<file path="config.mk">
export PLATFORM = sky130hd
export DESIGN_NAME = alu_seq_exec
export DESIGN_NICKNAME = d
export VERILOG_FILES = /design/src/rtl/alu_seq_exec.sv
export SDC_FILE = /design/constraint.sdc
export NUM_CORES = 1
export LEC_CHECK = 0
export CAP_MARGIN = 5
export CORE_UTILIZATION = 55
export DETAILED_ROUTE_END_ITERATION = 10
export GPL_ROUTABILITY_DRIVEN = 0
export PLACE_DENSITY = 0.78
export SETUP_SLACK_MARGIN = 0.15
export SYNTH_ARGS = -nofsm -noshare
export SYNTH_HDL_FRONTEND = slang
export SYNTH_SLANG_ARGS = --single-unit
</file>
<file path="constraint.sdc">
create_clock -name clk -period 6.4 [get_ports clk]
set_clock_uncertainty 0.05 [all_clocks]
set_input_delay 0.64 -clock clk [delete_from_list [all_inputs] [get_ports clk]]
set_output_delay 0.64 -clock clk [all_outputs]
set_load 0.03 [all_outputs]
</file>
<file path="src/rtl/alu_seq_exec.sv">
// alu_seq_exec: handshaked ALU with single-cycle logic/arith/compare and bit-serial shifts
module alu_seq_exec #(
    parameter int N   = 32,
    parameter int SHW = $clog2(N)
) (
    input  logic         clk,
    input  logic         rst_n,
    input  logic         in_valid,
    output logic         in_ready,
    input  logic [3:0]   alu_sel,
    input  logic [N-1:0] op_a,
    input  logic [N-1:0] op_b,
    output logic         out_valid,
    input  logic         out_ready,
    output logic [N-1:0] result,
    output logic         zero,
    output logic         illegal
);
    localparam logic [3:0] ALU_ADD  = 4'b0000;
    localparam logic [3:0] ALU_SLL  = 4'b0001;
    localparam logic [3:0] ALU_SLT  = 4'b0010;
    localparam logic [3:0] ALU_SLTU = 4'b0011;
    localparam logic [3:0] ALU_XOR  = 4'b0100;
    localparam logic [3:0] ALU_SRL  = 4'b0101;
    localparam logic [3:0] ALU_OR   = 4'b0110;
    localparam logic [3:0] ALU_AND  = 4'b0111;
    localparam logic [3:0] ALU_SUB  = 4'b1000;
    localparam logic [3:0] ALU_SRA  = 4'b1101;
    localparam logic [SHW-1:0] CNT_ONE = {{(SHW-1){1'b0}}, 1'b1};

    typedef enum logic [1:0] {IDLE, SHIFT, DONE} state_t;

    state_t         r_state, w_next;
    logic [3:0]     r_sel;
    logic [SHW-1:0] r_cnt;
    logic [N-1:0]   r_sh, r_result, w_alu, w_step;
    logic           r_zero, r_illegal, w_legal, w_is_shift, w_accept;
    logic [SHW-1:0] w_shamt;

    assign in_ready   = r_state == IDLE;
    assign out_valid  = r_state == DONE;
    assign result     = r_result;
    assign zero       = r_zero;
    assign illegal    = r_illegal;
    assign w_shamt    = op_b[SHW-1:0];
    assign w_accept   = in_valid && r_state == IDLE;
    assign w_is_shift = alu_sel == ALU_SLL || alu_sel == ALU_SRL || alu_sel == ALU_SRA;
    assign w_step     = r_sel == ALU_SLL ? {r_sh[N-2:0], 1'b0}
                                         : {r_sel == ALU_SRA && r_sh[N-1], r_sh[N-1:1]};

    // single-cycle result; shifts yield op_a here, which is the answer when shamt is 0
    always_comb begin
        w_alu   = '0;
        w_legal = 1'b1;
        case (alu_sel)
            ALU_ADD:                   w_alu = op_a + op_b;
            ALU_SUB:                   w_alu = op_a - op_b;
            ALU_SLT:                   w_alu = {{(N-1){1'b0}}, $signed(op_a) < $signed(op_b)};
            ALU_SLTU:                  w_alu = {{(N-1){1'b0}}, op_a < op_b};
            ALU_XOR:                   w_alu = op_a ^ op_b;
            ALU_OR:                    w_alu = op_a | op_b;
            ALU_AND:                   w_alu = op_a & op_b;
            ALU_SLL, ALU_SRL, ALU_SRA: w_alu = op_a;
            default:                   w_legal = 1'b0;
        endcase
    end

    // next-state selection
    always_comb begin
        w_next = r_state;
        case (r_state)
            IDLE:    w_next = !in_valid ? IDLE : (w_is_shift && w_shamt != '0) ? SHIFT : DONE;
            SHIFT:   w_next = r_cnt == CNT_ONE ? DONE : SHIFT;
            DONE:    w_next = out_ready ? IDLE : DONE;
            default: w_next = IDLE;
        endcase
    end

    // state, operand capture, serial shifting and registered outputs
    always_ff @(posedge clk or negedge rst_n) begin
        if (!rst_n) begin
            r_state   <= IDLE;
            r_sel     <= '0;
            r_cnt     <= '0;
            r_sh      <= '0;
            r_result  <= '0;
            r_zero    <= 1'b1;
            r_illegal <= 1'b0;
        end else begin
            r_state <= w_next;
            if (w_accept) begin
                r_sel     <= alu_sel;
                r_sh      <= op_a;
                r_cnt     <= w_shamt;
                r_illegal <= !w_legal;
                if (w_next == DONE) begin
                    r_result <= w_alu;
                    r_zero   <= w_alu == '0;
                end
            end
            if (r_state == SHIFT) begin
                r_sh  <= w_step;
                r_cnt <= r_cnt - CNT_ONE;
                if (r_cnt == CNT_ONE) begin
                    r_result <= w_step;
                    r_zero   <= w_step == '0;
                end
            end
        end
    end
endmodule

</file>
=== Word level (Yosys, flattened, before mapping) ===
Index checks and enable logic that the tools add are counted.

* Magnitude comparators: 2
* Reduce and logical (&&, ||, !) cells: 14
* $add $sub $neg: 3
* Multiplexer cells: 20
* Equal/unequal tests: 15
* Bitwise logic cells: 3

{| class="wikitable"
|+ Operator list
! kind !! number
|-
| 32-bit one-hot mux with 8 select lines || 1
|-
| 32-bit two-way mux || 7
|-
| 32-bit zero test || 2
|-
| 32-bit less-than comparator || 2
|-
| 32-bit adder || 1
|-
| 32-bit AND || 1
|-
| 32-bit bitwise OR || 1
|-
| 32-bit subtractor || 1
|-
| 32-bit XOR || 1
|-
| 4-bit by 3-bit == test with 1-bit output, second input constant || 4
|-
| 4-bit == test, second input constant || 3
|-
| 5-bit two-way mux || 2
|-
| 10-bit OR reduction || 1
|-
| 4-bit by 1-bit == test with 1-bit output, second input constant || 2
|-
| 4-bit by 2-bit == test with 1-bit output, second input constant || 2
|-
| 2-bit two-way mux || 4
|-
| 2-bit one-hot mux with 3 select lines || 1
|-
| 5-bit by 1-bit == test with 1-bit output, second input constant || 1
|-
| 1-bit two-way mux || 5
|-
| 5-bit nonzero test || 1
|-
| 5-bit by 1-bit subtractor with 5-bit output, second input constant || 1
|-
| 2-bit == test, second input constant || 2
|-
| 4-bit zero test || 1
|-
| 1-bit logical AND || 3
|-
| other kinds (6) || 7
|}

* Register bits after elaboration: 77
* Word-level logic and storage cells: 64

=== Depth between registers and ports, before layout ===
* Word-level depth: 12
* Gate-level depth with buffers: 15
* Mapped depth without buffers: 15

=== Worst setup path after synthesis ===
No wires, ideal clock.

* Path kind: input-to-reg
* From: in op_a[0]
* To: reg r_zero, in the netlist zero
* Cell stages on the path: 15
* Data required time: 6.253 ns
* Path slack: 2.635 ns
* Data arrival time: 3.618 ns
* Buffers on the path: 0
* Cells stage by stage: inv_1 -> ha_1 -> inv_1 -> fa_1 -> nor2b_1 -> o311ai_2 -> a211oi_1 -> o31ai_1 -> a21oi_1 -> a311oi_1 -> mux2i_1 -> a21oi_1 -> o2111a_1 -> nand4_1 -> o41ai_2

* Word-level cells in the longest chain between the ends: 7
* Elaborated cells on any way between the ends: 13
* Classes of those cells: add/sub: 2; order compare: 2; mux: 5; bitwise: 3; reduce/logical: 1

{| class="wikitable"
|+ Ends and longest elaborated chain
! element !! line !! RTL
|-
| start, declared || 11 || <nowiki>input logic [N-1:0] op_a,</nowiki>
|-
| 32-bit subtractor (tied with other cells) || 57 || <nowiki>ALU_SUB: w_alu = op_a - op_b;</nowiki>
|-
| 32-bit one-hot mux with 8 select lines (*) || 55 || <nowiki>case (alu_sel)</nowiki>
|-
| 32-bit zero test (*) || 98 || <nowiki>r_zero <= w_alu == '0;</nowiki>
|-
| 1-bit two-way mux (*) || 96 || <nowiki>if (w_next == DONE) begin</nowiki>
|-
| 1-bit two-way mux (*) || 91 || <nowiki>if (w_accept) begin</nowiki>
|-
| 1-bit two-way mux || 104 || <nowiki>if (r_cnt == CNT_ONE) begin</nowiki>
|-
| 1-bit two-way mux (*) || 101 || <nowiki>if (r_state == SHIFT) begin</nowiki>
|-
| end signal, assigned || 87 || <nowiki>r_zero <= 1'b1;</nowiki>
|-
| end signal, assigned || 98 ||
|-
| end signal, assigned || 106 || <nowiki>r_zero <= w_step == '0;</nowiki>
|-
| end, declared || 37 || <nowiki>logic r_zero, r_illegal, w_legal, w_is_shift, w_accept;</nowiki>
|}

Every way passes the cells marked *; elsewhere a longest branch is shown, timed or not.
A chain may end at the register's enable or synchronous reset.

=== Final worst setup path ===
* From: in op_b[1]
* To: reg r_zero, in the netlist zero

* Word-level cells in the longest chain between the ends: 10
* Elaborated cells on any way between the ends: 19
* Classes of those cells: add/sub: 2; order compare: 2; eq/ne: 1; mux: 8; bitwise: 3; reduce/logical: 3

{| class="wikitable"
|+ Ends and longest elaborated chain
! element !! line !! RTL
|-
| start, declared || 12 || <nowiki>input logic [N-1:0] op_b,</nowiki>
|-
| branches (longest 6 deep; another with 32-bit subtractor) || - ||
|-
| 1-bit two-way mux (*) || 96 ||
|-
| 1-bit two-way mux (*) || 91 ||
|-
| 1-bit two-way mux || 104 ||
|-
| 1-bit two-way mux (*) || 101 ||
|}

Mark *: on every way between the ends.

==> results.yml <==
run_status:
  outcome: "finished, final reports clean"
sta:
  fin_crit_ns: 4.97
  max_slew_margin_pct: 17.4
  hold_viol: 0
  worst_slew_pin_slew_ns: 1.24
  slew_viol_final: 0
  hold_slack_ns: 0.393
  setup_tns_ns: 0
  rsz0062_at_grt: "no"
  fmax_mhz: 201
  period_share_pct: 77.6
  setup_viol_count_final: 0
synthesis:
  ys_types: 91
  yosys-top-cells-area: "dfrtp_1 (20%), ha_1 (14%), nand2_1 (6.3%)"
  ys_async_sr_fraction_pct: 100
  synth_cells: 1297
  synth_nets: 1476
  synth_top_area_cell: "dfrtp_1"
  netlist_top_cells_count: "nand2_1 (161), a21oi_1 (109), ha_1 (105), inv_1 (100), nor2_1 (90)"
  yosysMostFrequentCell: "nand2_1"
  synthFlopType: "dfrtp_1"
  ys_seq_area_share_pct: 19.9
  synth_top_area_share_pct: 19.7
  synth_area_mm2: 0.00967
  synth_edf_count: 0
  ys_warn_count: 0
  syn_avg_cell_area_um2: 7.46
  ys_seq_elements: 77
hold_path:
  hp-class: "primary input to async pin"
route:
  wl_per_cell_um: 21.3
  wl_um: 33700
  firstDrtPassIters: 6
  via_per_inst: 6.76
  final_antenna_net_count: 0
  num_vias: 10694
  drc: 0
  initialDrtViolationCount: 1388
grt:
  antenna_found_initial: 2
  grt_pass1_vias: 9855
  grt_overflow: 0
  groute.usage.overall_pct: 37.0
  grt_pass1_wl_um: 52800
  grt_max_degree: 78
clocking:
  h-tree-depth: 3
  cts_buffer_depth: 2
  cts_root_buffer: "clkbuf_16"
  cts_setup_buffers: 0
  holdBufCountCts: 0
  clk_latency_ns: 0.33
  cts_tree: "yes"
  clk_pin_slew_worst_paths_ns: 0.06
  cts_sinks: 77
  cts_inserted_buffers: 9
  ctsResizeCount: 0
critical_path:
  cp.arrival_ns: 5.16
  worstReg2RegStart: "r_state[0]"
  cp-start-kind: "primary input"
  path_class: "primary input to register"
  crit_start: "op_b[1]"
  critPathCaptureType: "register"
  required_ns: 6.59
  path_max_fanout: 5
cells_and_area:
  area_growth_syn_to_layout_pct: 15.7
  fillers: 1546
  nets: 1532
  design_area_mm2: 0.0112
  drive_gt1_share_pct: 5.15
  diodes: 0
place:
  place_hpwl_um: 25000
  placed_area_mm2: 0.0109
  portBuffers: 107
power_and_ir_drop:
  p_leak_uw: 0.00482
  ir_drop_mv: 0.353
  power_uw: 3390
  powerDensity_mw_per_mm2: 303
floorplanning:
  rows: 48
  die_w_um: 135
  ioPinCount: 108
  dieArea_mm2: 0.0181
  design.core.area_mm2: 0.0172
  die_h_um: 135
  start_util_pct: 56.1
run:
  cap_violations: 0
registers in the layout, summed over array words and instances (netlist names):
signal   flops
r_sel        4
illegal      1
zero         1
r_state      2
result      32
r_cnt        5
r_sh        32
layer usage:
layer	track usage [%]	wire (um)	vias to the layer above
li1	-	-	4855
met1	47.7	13300	4979
met2	57.3	14700	701
met3	6.57	3400	157
met4	23.8	2270	2
met5	0	12	-
placed cells by master (no fill, tap or decap), types with 4 or more instances in the layout:
| master | n |
|---|---|
| dfrtp_1 | 76 |
| a21o_1 | 12 |
| or3_1 | 11 |
| buf_4 | 21 |
| ha_1 | 105 |
| o311ai_0 | 4 |
| o21ai_0 | 79 |
| inv_1 | 100 |
| o31a_1 | 4 |
| a221o_1 | 8 |
| nor4_1 | 11 |
| o21bai_1 | 7 |
| a222oi_1 | 8 |
| and2_1 | 10 |
| a211o_1 | 6 |
| clkdlybuf4s50_1 | 106 |
| nand2_1 | 161 |
| a31oi_1 | 13 |
| nand3_1 | 26 |
| nor3_1 | 25 |
| a2111oi_0 | 5 |
| a221oi_1 | 13 |
| a21oi_1 | 109 |
| o211ai_1 | 43 |
| nor2b_1 | 15 |
| clkbuf_16 | 9 |
| nand2b_1 | 19 |
| o21a_1 | 7 |
| or4_1 | 4 |
| nor2_1 | 89 |
| o31ai_1 | 16 |
| mux2i_1 | 40 |
| and3_1 | 33 |
| a211oi_1 | 15 |
| o221ai_1 | 11 |
| a21boi_0 | 4 |
| a22oi_1 | 10 |
| xnor2_1 | 12 |
| nand4_1 | 18 |
final timing paths:
path,to,slack (ns),cells after the start
max in group asynchronous,r_sh[21],5.23,1
worst min register to register,r_sel[1],0.43,2
worst max register to register,zero,3.28,9
worst max-delay path,zero,1.43,14
worst min-delay path,r_cnt[1],0.39,1
min in group clk,r_sel[1],0.43,2
where the power goes:
group          switching (uW)  internal (uW)
sequential                201            731
clock                     196            362
combinational            1160            740
critical path: stages:
cell	delay (ns)
clkdlybuf4s50_1	0.68
inv_1	0.16
ha_1	0.33
o21ba_1	0.22
or4_4	0.47
a2111oi_4	0.55
nor4_2	0.18
nor4_1	0.58
nor2_1	0.14
nor2_1	0.16
mux2_1	0.33
a211oi_1	0.34
nand4_1	0.16
o41ai_2	0.22
area by class of cell:
| cell class | count | area (um2) | share of cell area, % |
|---|---|---|---|
| Clock buffer | 12 | 256 | 2.29 |
| Clock inverter | 4 | 70.1 | 0.626 |
| Inverter | 101 | 379 | 3.39 |
| Multi-Input combinational cell | 1037 | 7050 | 63.1 |
| Sequential cell | 77 | 1930 | 17.2 |
| Tap cell | 225 | 282 | 2.52 |
| Timing Repair Buffer | 127 | 1220 | 10.9 |
through the flow:
stage / util (%) / instances / worst slack, ns
floorplan: - / 1297 / 2.63
global placement: 63.0 / 1567 / 1.33
detailed placement: 63.0 / 1567 / 1.25
CTS: 64.9 / 1583 / 1.57
global route: 64.9 / 1583 / 1.30
finish: 64.9 / 1583 / 1.43
cell families after synthesis:
| group | synth area share [%] |
|---|---|
| and+or+nand+nor | 22.3 |
| AOI/OAI and AO/OA | 30.7 |
| buffers and inverters | 7.31 |
| adders and majority gates | 14.0 |
| DFF | 19.9 |
| muxes | 4.61 |
| xor gates and xnor gates | 1.18 |
No activity file was read; power rests on OpenSTA's default activity.
